<file path="config.mk">
export PLATFORM = sky130hd
export DESIGN_NAME = ysyx_23060332_reg_wb_arb_flat
export DESIGN_NICKNAME = d
export VERILOG_FILES = /design/src/rtl/ysyx_23060332_reg_wb_arb_pkg.sv /design/src/rtl/ysyx_23060332_reg_wb_arb_if.sv /design/src/rtl/ysyx_23060332_arb2.sv /design/src/rtl/ysyx_23060332_reg_wb_arb.sv /design/src/flat_wrapper.sv
export SDC_FILE = /design/constraint.sdc
export NUM_CORES = 1
export LEC_CHECK = 0
export CAP_MARGIN = 20
export CELL_PAD_IN_SITES_DETAIL_PLACEMENT = 1
export CELL_PAD_IN_SITES_GLOBAL_PLACEMENT = 1
export CORE_MARGIN = 8
export CORE_UTILIZATION = 41
export DETAILED_ROUTE_END_ITERATION = 16
export GPL_TIMING_DRIVEN = 0
export HOLD_SLACK_MARGIN = 0.02
export PLACE_DENSITY_LB_ADDON = 0.1
export SYNTH_ARGS = -nofsm -noshare
export SYNTH_HDL_FRONTEND = slang
export SYNTH_HIERARCHICAL = 1
export SYNTH_SLANG_ARGS = --single-unit
</file>
<file path="constraint.sdc">
create_clock -name clk -period 5.7 [get_ports clk]
set_input_delay 1.14 -clock clk [delete_from_list [all_inputs] [get_ports clk]]
set_output_delay 1.14 -clock clk [all_outputs]
set_load 0.005 [all_outputs]
</file>
<file path="src/rtl/ysyx_23060332_reg_wb_arb_pkg.sv">
// Shared register-file widths, write-back source encoding and scoreboard counter width.
// Imported by the write-back arbiter and its interface.
package ysyx_23060332_reg_wb_arb_pkg;

    localparam int RegAddrBus = 5;
    localparam int RegDataBus = 32;
    localparam int SbCntW     = 2;

    typedef enum logic {
        WB_SRC_EXU = 1'b0,
        WB_SRC_LSU = 1'b1
    } wb_src_e;

endpackage

</file>
<file path="src/rtl/ysyx_23060332_reg_wb_arb_if.sv">
// Write-back bundle: IDU issue port, two requesters, register-file write port and busy vector.
// master = the surrounding pipeline, slave = the write-back arbiter.
interface ysyx_23060332_reg_wb_arb_if #(
    parameter int ADDR_W = 5,
    parameter int DATA_W = 32,
    parameter int NREG   = 32
);
    logic              iss_valid;
    logic [ADDR_W-1:0] iss_rd;
    logic              iss_ready;

    logic              req0_valid;
    logic              req0_ready;
    logic [ADDR_W-1:0] req0_waddr;
    logic [DATA_W-1:0] req0_wdata;

    logic              req1_valid;
    logic              req1_ready;
    logic [ADDR_W-1:0] req1_waddr;
    logic [DATA_W-1:0] req1_wdata;

    logic              reg_wen;
    logic [ADDR_W-1:0] reg_waddr;
    logic [DATA_W-1:0] reg_wdata;
    logic [NREG-1:0]   busy_vec;

    modport master (
        output iss_valid, iss_rd,
        output req0_valid, req0_waddr, req0_wdata,
        output req1_valid, req1_waddr, req1_wdata,
        input  iss_ready, req0_ready, req1_ready,
        input  reg_wen, reg_waddr, reg_wdata, busy_vec
    );

    modport slave (
        input  iss_valid, iss_rd,
        input  req0_valid, req0_waddr, req0_wdata,
        input  req1_valid, req1_waddr, req1_wdata,
        output iss_ready, req0_ready, req1_ready,
        output reg_wen, reg_waddr, reg_wdata, busy_vec
    );
endinterface

</file>
<file path="src/rtl/ysyx_23060332_arb2.sv">
// Two-way grant logic, combinational from req (and the pointer); fixed req1-over-req0 priority,
// or round-robin with a pointer flop when YSYX_23060332_WB_RR_EN is defined.
module ysyx_23060332_arb2 (
    input  logic       clk,
    input  logic       rst,
    input  logic [1:0] req,
    output logic [1:0] gnt
);

`ifdef YSYX_23060332_WB_RR_EN
    logic ptr;
    logic contested;

    assign contested = req[0] & req[1];

    always_comb begin
        gnt = req;
        if (contested) begin
            gnt = ptr ? 2'b10 : 2'b01;
        end
    end

    // The side that just won a contest loses the next one.
    always_ff @(posedge clk or negedge rst) begin
        if (!rst) begin
            ptr <= 1'b0;
        end else if (contested) begin
            ptr <= gnt[0];
        end
    end
`else
    logic unused_ok;

    assign unused_ok = ^{clk, rst};
    assign gnt       = {req[1], req[0] & ~req[1]};
`endif

endmodule

</file>
<file path="src/rtl/ysyx_23060332_reg_wb_arb.sv">
// Write-back arbiter + registered write stage (1 cycle grant-to-reg_wen) + pending-write scoreboard.
// Never stalls the register file; losers hold valid; iss_ready drops on a saturated counter.
module ysyx_23060332_reg_wb_arb
    import ysyx_23060332_reg_wb_arb_pkg::*;
#(
    parameter int ADDR_W = RegAddrBus,
    parameter int DATA_W = RegDataBus,
    parameter int NREG   = 32,
    parameter int CNT_W  = SbCntW
) (
    input logic                     clk,
    input logic                     rst,
    ysyx_23060332_reg_wb_arb_if.slave bus
);

    localparam logic [CNT_W-1:0] CntMax = '1;

    typedef struct packed {
        logic [ADDR_W-1:0] waddr;
        logic [DATA_W-1:0] wdata;
    } wb_t;

    logic [1:0] gnt;
    wb_src_e    win_src;
    wb_t        win;
    logic       xfer;

    ysyx_23060332_arb2 u_arb (
        .clk (clk),
        .rst (rst),
        .req ({bus.req1_valid, bus.req0_valid}),
        .gnt (gnt)
    );

    assign bus.req0_ready = gnt[0];
    assign bus.req1_ready = gnt[1];
    assign xfer           = |gnt;

    always_comb begin
        win_src = gnt[1] ? WB_SRC_LSU : WB_SRC_EXU;
        if (win_src == WB_SRC_LSU) begin
            win.waddr = bus.req1_waddr;
            win.wdata = bus.req1_wdata;
        end else begin
            win.waddr = bus.req0_waddr;
            win.wdata = bus.req0_wdata;
        end
    end

    logic wen_q;
    wb_t  wb_q;

    // x0 writes are accepted from the requester but never reach the register file.
    always_ff @(posedge clk or negedge rst) begin
        if (!rst) begin
            wen_q <= 1'b0;
            wb_q  <= '0;
        end else begin
            wen_q <= xfer && (win.waddr != '0);
            if (xfer) begin
                wb_q <= win;
            end
        end
    end

    assign bus.reg_wen   = wen_q;
    assign bus.reg_waddr = wb_q.waddr;
    assign bus.reg_wdata = wb_q.wdata;

    logic [CNT_W-1:0] cnt [NREG];
    logic             iss_fire;

    assign bus.iss_ready = (bus.iss_rd == '0) || (cnt[bus.iss_rd] != CntMax);
    assign iss_fire      = bus.iss_valid && bus.iss_ready && (bus.iss_rd != '0);

    for (genvar i = 0; i < NREG; i++) begin : g_cnt
        logic inc;
        logic dec;

        assign inc = iss_fire && (bus.iss_rd == ADDR_W'(i));
        assign dec = wen_q && (wb_q.waddr == ADDR_W'(i));

        // Simultaneous issue and commit cancel; a commit never drives a counter below zero.
        always_ff @(posedge clk or negedge rst) begin
            if (!rst) begin
                cnt[i] <= '0;
            end else if (inc && !dec) begin
                cnt[i] <= cnt[i] + CNT_W'(1);
            end else if (dec && !inc && (cnt[i] != '0)) begin
                cnt[i] <= cnt[i] - CNT_W'(1);
            end
        end
    end

    always_comb begin
        bus.busy_vec = '0;
        for (int i = 0; i < NREG; i++) begin
            bus.busy_vec[i] = (cnt[i] != '0);
        end
    end

endmodule

</file>
<file path="src/flat_wrapper.sv">
// flat-port wrapper written by rule: the top's interface ports become plain ports
module ysyx_23060332_reg_wb_arb_flat import ysyx_23060332_reg_wb_arb_pkg::*;
#(
    parameter int ADDR_W = RegAddrBus,
    parameter int DATA_W = RegDataBus,
    parameter int NREG   = 32,
    parameter int CNT_W  = SbCntW
)
  (clk, rst, bus_iss_valid, bus_iss_rd, bus_req0_valid, bus_req0_waddr, bus_req0_wdata, bus_req1_valid, bus_req1_waddr, bus_req1_wdata, bus_iss_ready, bus_req0_ready, bus_req1_ready, bus_reg_wen, bus_reg_waddr, bus_reg_wdata, bus_busy_vec);
  ysyx_23060332_reg_wb_arb_if #(.ADDR_W(ADDR_W), .DATA_W(DATA_W), .NREG(NREG)) bus_i ();
  input logic clk;
  input logic rst;
  input wire logic [$bits(bus_i.iss_valid)-1:0] bus_iss_valid;
  input wire logic [$bits(bus_i.iss_rd)-1:0] bus_iss_rd;
  input wire logic [$bits(bus_i.req0_valid)-1:0] bus_req0_valid;
  input wire logic [$bits(bus_i.req0_waddr)-1:0] bus_req0_waddr;
  input wire logic [$bits(bus_i.req0_wdata)-1:0] bus_req0_wdata;
  input wire logic [$bits(bus_i.req1_valid)-1:0] bus_req1_valid;
  input wire logic [$bits(bus_i.req1_waddr)-1:0] bus_req1_waddr;
  input wire logic [$bits(bus_i.req1_wdata)-1:0] bus_req1_wdata;
  output wire logic [$bits(bus_i.iss_ready)-1:0] bus_iss_ready;
  output wire logic [$bits(bus_i.req0_ready)-1:0] bus_req0_ready;
  output wire logic [$bits(bus_i.req1_ready)-1:0] bus_req1_ready;
  output wire logic [$bits(bus_i.reg_wen)-1:0] bus_reg_wen;
  output wire logic [$bits(bus_i.reg_waddr)-1:0] bus_reg_waddr;
  output wire logic [$bits(bus_i.reg_wdata)-1:0] bus_reg_wdata;
  output wire logic [$bits(bus_i.busy_vec)-1:0] bus_busy_vec;
  assign bus_i.iss_valid = bus_iss_valid;
  assign bus_i.iss_rd = bus_iss_rd;
  assign bus_i.req0_valid = bus_req0_valid;
  assign bus_i.req0_waddr = bus_req0_waddr;
  assign bus_i.req0_wdata = bus_req0_wdata;
  assign bus_i.req1_valid = bus_req1_valid;
  assign bus_i.req1_waddr = bus_req1_waddr;
  assign bus_i.req1_wdata = bus_req1_wdata;
  assign bus_iss_ready = bus_i.iss_ready;
  assign bus_req0_ready = bus_i.req0_ready;
  assign bus_req1_ready = bus_i.req1_ready;
  assign bus_reg_wen = bus_i.reg_wen;
  assign bus_reg_waddr = bus_i.reg_waddr;
  assign bus_reg_wdata = bus_i.reg_wdata;
  assign bus_busy_vec = bus_i.busy_vec;
  ysyx_23060332_reg_wb_arb #(.ADDR_W(ADDR_W), .DATA_W(DATA_W), .NREG(NREG), .CNT_W(CNT_W)) u_core (.clk(clk), .rst(rst), .bus(bus_i));
endmodule
</file>
== Word-level counts from Yosys, hierarchy flattened ==
Index checks and enable logic that the tools add are counted.
Word-level totals
  bits in registers: 102
  input bits: 84
  output and inout bits: 73
  logic and storage cells: 532
Cells by class
  add/subtract/negate cells: 64
  order comparisons: 1
  equal/unequal tests: 63
  muxes and demuxes: 69
  bitwise logic cells: 3
  reduce and logical (&&, ||, !) cells: 297
Operators with widths (number)
  $logic_and 1x1->1: 163
  $eq 5x5->1 const B: 32
  $mux 2: 66
  $reduce_bool 2->1: 64
  $eq 5x4->1 const B: 16
  $add 2x1->2 const B: 32
  $logic_not 1->1: 64
  $sub 2x1->2 const B: 32
  $eq 5x3->1 const B: 8
  $mux 37: 1
  $eq 5x2->1 const B: 4
  $bmux 2 s5: 1
  $eq 5x1->1 const B: 2
  $logic_not 5->1: 2
  $reduce_bool 5->1: 2
  $ge 6x6->1 const B: 1
  $not 5->6: 1
  $ne 2x2->1 const B: 1
  $reduce_or 2->1: 1
  $and 1x1->1: 1
  $logic_or 1x1->1: 1
  $mux 1: 1
  $not 1->1: 1

== Logic depth before layout (Yosys ltp) ==
  depth after elaboration: 14
  depth in mapped cells: 10
  gate-level depth less buffers: 6

== By module ==
Netlist, hierarchy kept.
By module, submodules not included
  ysyx_23060332_reg_wb_arb: times used 1, cells an instance 705, area an instance 6483.7 sq um, seq. area each 2552.4 sq um
  ysyx_23060332_arb2: times used 1, cells an instance 2, area an instance 21.3 sq um, seq. area each 0.0 sq um

== Worst setup path after synthesis ==
Ideal clock, no wire load.
  path type: input-to-output
  from: in bus_iss_rd[0]
  to: out bus_iss_ready
  data arrival time: 2746 ps
  data required time: 4560 ps
  slack: 1814 ps
  stages on the path: 7
  buffers on the path: 2
  cell sequence: buf_4 buf_8 mux4_2 and2_1 o21a_1 a21o_1 o21ai_0
On the way
  longest elaborated chain between the ends: 6
  elaborated cells on any way between the ends: 7
  those cells by class: 1 x eq/ne; 3 x mux; 1 x bitwise; 2 x reduce/logical
RTL lines
  start, declared: line flat_wrapper.sv:14  | input wire logic [$bits(bus_i.iss_rd)-1:0] bus_iss_rd;
  $not 5->6 (implied by the code): line ysyx_23060332_reg_wb_arb.sv:73  | assign bus.iss_ready = (bus.iss_rd == '0) || (cnt[bus.iss_rd] != CntMax);
  $bmux 2 s5: line ysyx_23060332_reg_wb_arb.sv:73
  $mux 2 (implied by the code) (2 in series): line ysyx_23060332_reg_wb_arb.sv:73
  $ne 2x2->1: line ysyx_23060332_reg_wb_arb.sv:73
  $logic_or 1x1->1 (*): line ysyx_23060332_reg_wb_arb.sv:73
  end, declared: line flat_wrapper.sv:21  | output wire logic [$bits(bus_i.iss_ready)-1:0] bus_iss_ready;
Every way passes the cells marked *; elsewhere a longest branch is shown, timed or not. The select of a mux whose other input is x is not followed.

== Worst setup path in the final report ==
  from: in bus_iss_rd[2]
  to: out bus_iss_ready
Same word-level chain as after synthesis.

==> impl_metrics.tcl <==
set metrics [dict create \
    r2r_cells 8 \
    syn-num-nets 792 \
    synth_edf_count 0 \
    gr-total-overflow 0 \
    fill_cells 1792 \
    ys_ff_latch 102 \
    synth.yosys.warnings 6 \
    reg2reg_from "u_core/cnt[17]$_DFFE_PN0P_" \
    ys_top_cells_by_count "dfrtp_1 (102), nor2_1 (74), nand2_1 (72)" \
    r2r_slack_ps 3160 \
    p_leak_nw 3.52 \
    worstMarginPinSlew_ps 902 \
    area_growth_pct 33.3 \
    nets 958 \
    ctsRootBufferMaster "clkbuf_16" \
    place_ws_ps 324 \
    place_congestion 0.884 \
    htreeDepth 3 \
    grt_pass1_wl_microns 37200 \
    rows 46 \
    status "complete, no violations" \
    final.setup.tns_ps 0 \
    p_per_area_nw_per_um2 293 \
    critPathMaxFanout 10 \
    start_util_pct 41.4 \
    synth_area_sq_um 6500 \
    clkTransAtPathRegs_ps 70 \
    multi_input_area_sq_um 3710 \
    dieArea_sq_um 20200 \
    maxCapViolCount 0 \
    setup_violations 0 \
    post_cts_resized 0 \
    synth.most_common_cell "dfrtp_1" \
    post_cts_buffers 0 \
    max_freq_ghz 0.181 \
    grt_pass1_vias 6884 \
    dpl-instance-area_sq_um 8340 \
    drc 0 \
    hold_depth 1 \
    crit_path_end_kind "output port" \
    vias_per_cell 5.70 \
    synth_ff_type "dfrtp_1" \
    timing.rr.end "u_core/cnt[28]$_DFFE_PN0P_" \
    min_to "u_core/cnt[62]$_DFFE_PN0P_" \
    antenna_left 0 \
    post_drt_wl_per_cell_microns 21.0 \
    drt_iter0_drc 241 \
    worstHoldStart "u_core/cnt[62]$_DFFE_PN0P_" \
    dieWidth_microns 142 \
    synth_area_leader_cell "dfrtp_1" \
    seqCellArea_sq_um 2550 \
    antenna_found_initial 0 \
    min_path_type "reg2reg" \
    num_vias 6231 \
    finClkSkew_ps 15.0 \
    critPathLaunchType "input port" \
    min_period_ps 5510 \
    port_buffers 154 \
    insertion_delay_ps 360 \
    finalMaxSlewViolations 0 \
    critPathKind "in2out" \
    finalHoldViolations 0 \
    cp.arrival_ps 4370 \
    ir_drop_mv 0.177 \
    finalCritPeriodShare_pct 96.7 \
    setup_slack_ps 186 \
    dp_hpwl_microns 17900 \
    grt_max_degree 61 \
    synthDistinctLibCells 59 \
    cp.required_ps 4560 \
    drive_gt1_share_pct 10.5 \
    stdcell_area_sq_um 8670 \
    first_pass_iters 4 \
    ys_top_cells_by_area "dfrtp_1 (39%), mux2i_1 (6.6%), o21ai_0 (5.1%)" \
    clockBufferDepth 2 \
    clock-sinks 102 \
    core-area_sq_um 15700 \
    ctsHoldBuffers 0 \
    rsz0062_at_grt "false" \
    ys_seq_area_share_pct 39.2 \
    slew-limit-headroom_pct 39.3 \
    synthCells 707 \
    drt_wl_total_microns 23000 \
    holdWs_ps 477 \
    synth_area_per_cell_sq_um 9.20 \
    insertedDiodeCount 0 \
    synthArstFlopShare_pct 100 \
    grtUsageTotal_pct 23.5 \
    numCtsBuffers 9 \
    die_height_microns 142 \
    cts_tree "done" \
    synth_top_area_share_pct 39.2 \
    io_pins 157 \
]
[routing by layer]
| metal | GRT usage (%) | wire length (microns) |
|---|---|---|
| met5 | 0 | 0 |
| met4 | 7.57 | 511 |
| met3 | 8.15 | 1610 |
| met2 | 40.2 | 11400 |
| met1 | 27.0 | 9430 |
[stage by stage]
stage | utilization (%) | total power [mW] | instances
2_1_floorplan | - | 1.42 | 707
5_1_grt | 55.2 | 2.68 | 1094
3_3_place_gp | 52.9 | 1.79 | 1077
3_5_place_dp | 53.1 | 1.85 | 1078
4_1_cts | 55.2 | 2.57 | 1094
6_report | 55.2 | 2.54 | 1094
[kinds of logic (layout without fill, tap and decap cells)]
group / Yosys count / in the layout / synth area share [%]
xor gates and xnor gates: 21 / 21 / 2.83
muxes: 61 / 61 / 12.0
AOI/OAI and AO/OA: 202 / 202 / 21.3
adders and majority gates: 1 / 1 / 0.192
buffers and inverters: 48 / 219 / 3.71
and+or+nand+nor: 272 / 272 / 20.8
DFF: 102 / 102 / 39.2
[cell type report]
| class | instances | area share (%) |
|---|---|---|
| Multi-Input combinational cell | 557 | 42.8 |
| Timing Repair Buffer | 155 | 18.1 |
| Inverter | 12 | 0.520 |
| Tap cell | 216 | 3.12 |
| Clock buffer | 9 | 2.60 |
| Clock inverter | 7 | 1.18 |
| Buffer | 36 | 2.27 |
| Sequential cell | 102 | 29.4 |
[worst max-delay path, cell delays in order]
cell and delay [ps]:
clkdlybuf4s50_1 550, buf_2 270, nor2_1 620, a22oi_1 220, and3_1 240, buf_2 150
buf_4 170, or2_2 320, nand2_1 70, o21ai_0 130, clkdlybuf4s50_1 480
[state kept, by name (all words and copies together), names as in the netlist]
| register | count |
|---|---|
| u_core/bus.reg_wdata | 32 |
| u_core/bus.reg_waddr | 5 |
| u_core/cnt | 64 |
| u_core/bus.reg_wen | 1 |
[worst max-delay path by stage]
stage                  startpoint                    endpoint  slack [ps]
floorplan           bus_iss_rd[0]               bus_iss_ready        1810
global placement              rst  u_core/cnt[24]$_DFFE_PN0P_        -560
global route        bus_iss_rd[2]               bus_iss_ready         120
CTS                 bus_iss_rd[2]               bus_iss_ready         270
detailed placement  bus_iss_rd[2]               bus_iss_ready         320
finish              bus_iss_rd[2]               bus_iss_ready         190
[placed cells by master (no fill, tap or decap), drive strengths merged, types with 13 or more instances in the layout]
| cell type | n |
|---|---|
| dfrtp | 102 |
| mux2i | 43 |
| clkdlybuf4s50 | 153 |
| and3 | 15 |
| mux4 | 13 |
| nand2 | 72 |
| o21ai | 68 |
| clkbuf | 29 |
| nor2b | 14 |
| inv | 15 |
| xnor2 | 21 |
| buf | 18 |
| or2 | 35 |
| nand3 | 20 |
| a21oi | 18 |
| nor2 | 74 |
| o22a | 14 |
| o211ai | 14 |
| a21boi | 13 |
[power breakdown]
part	total, mW	internal [mW]	switching (mW)
combinational	0.801	0.461	0.340
sequential	1.04	0.862	0.174
clock	0.701	0.392	0.309
total	2.54	1.71	0.823
(Power assumes the default switching activity.)
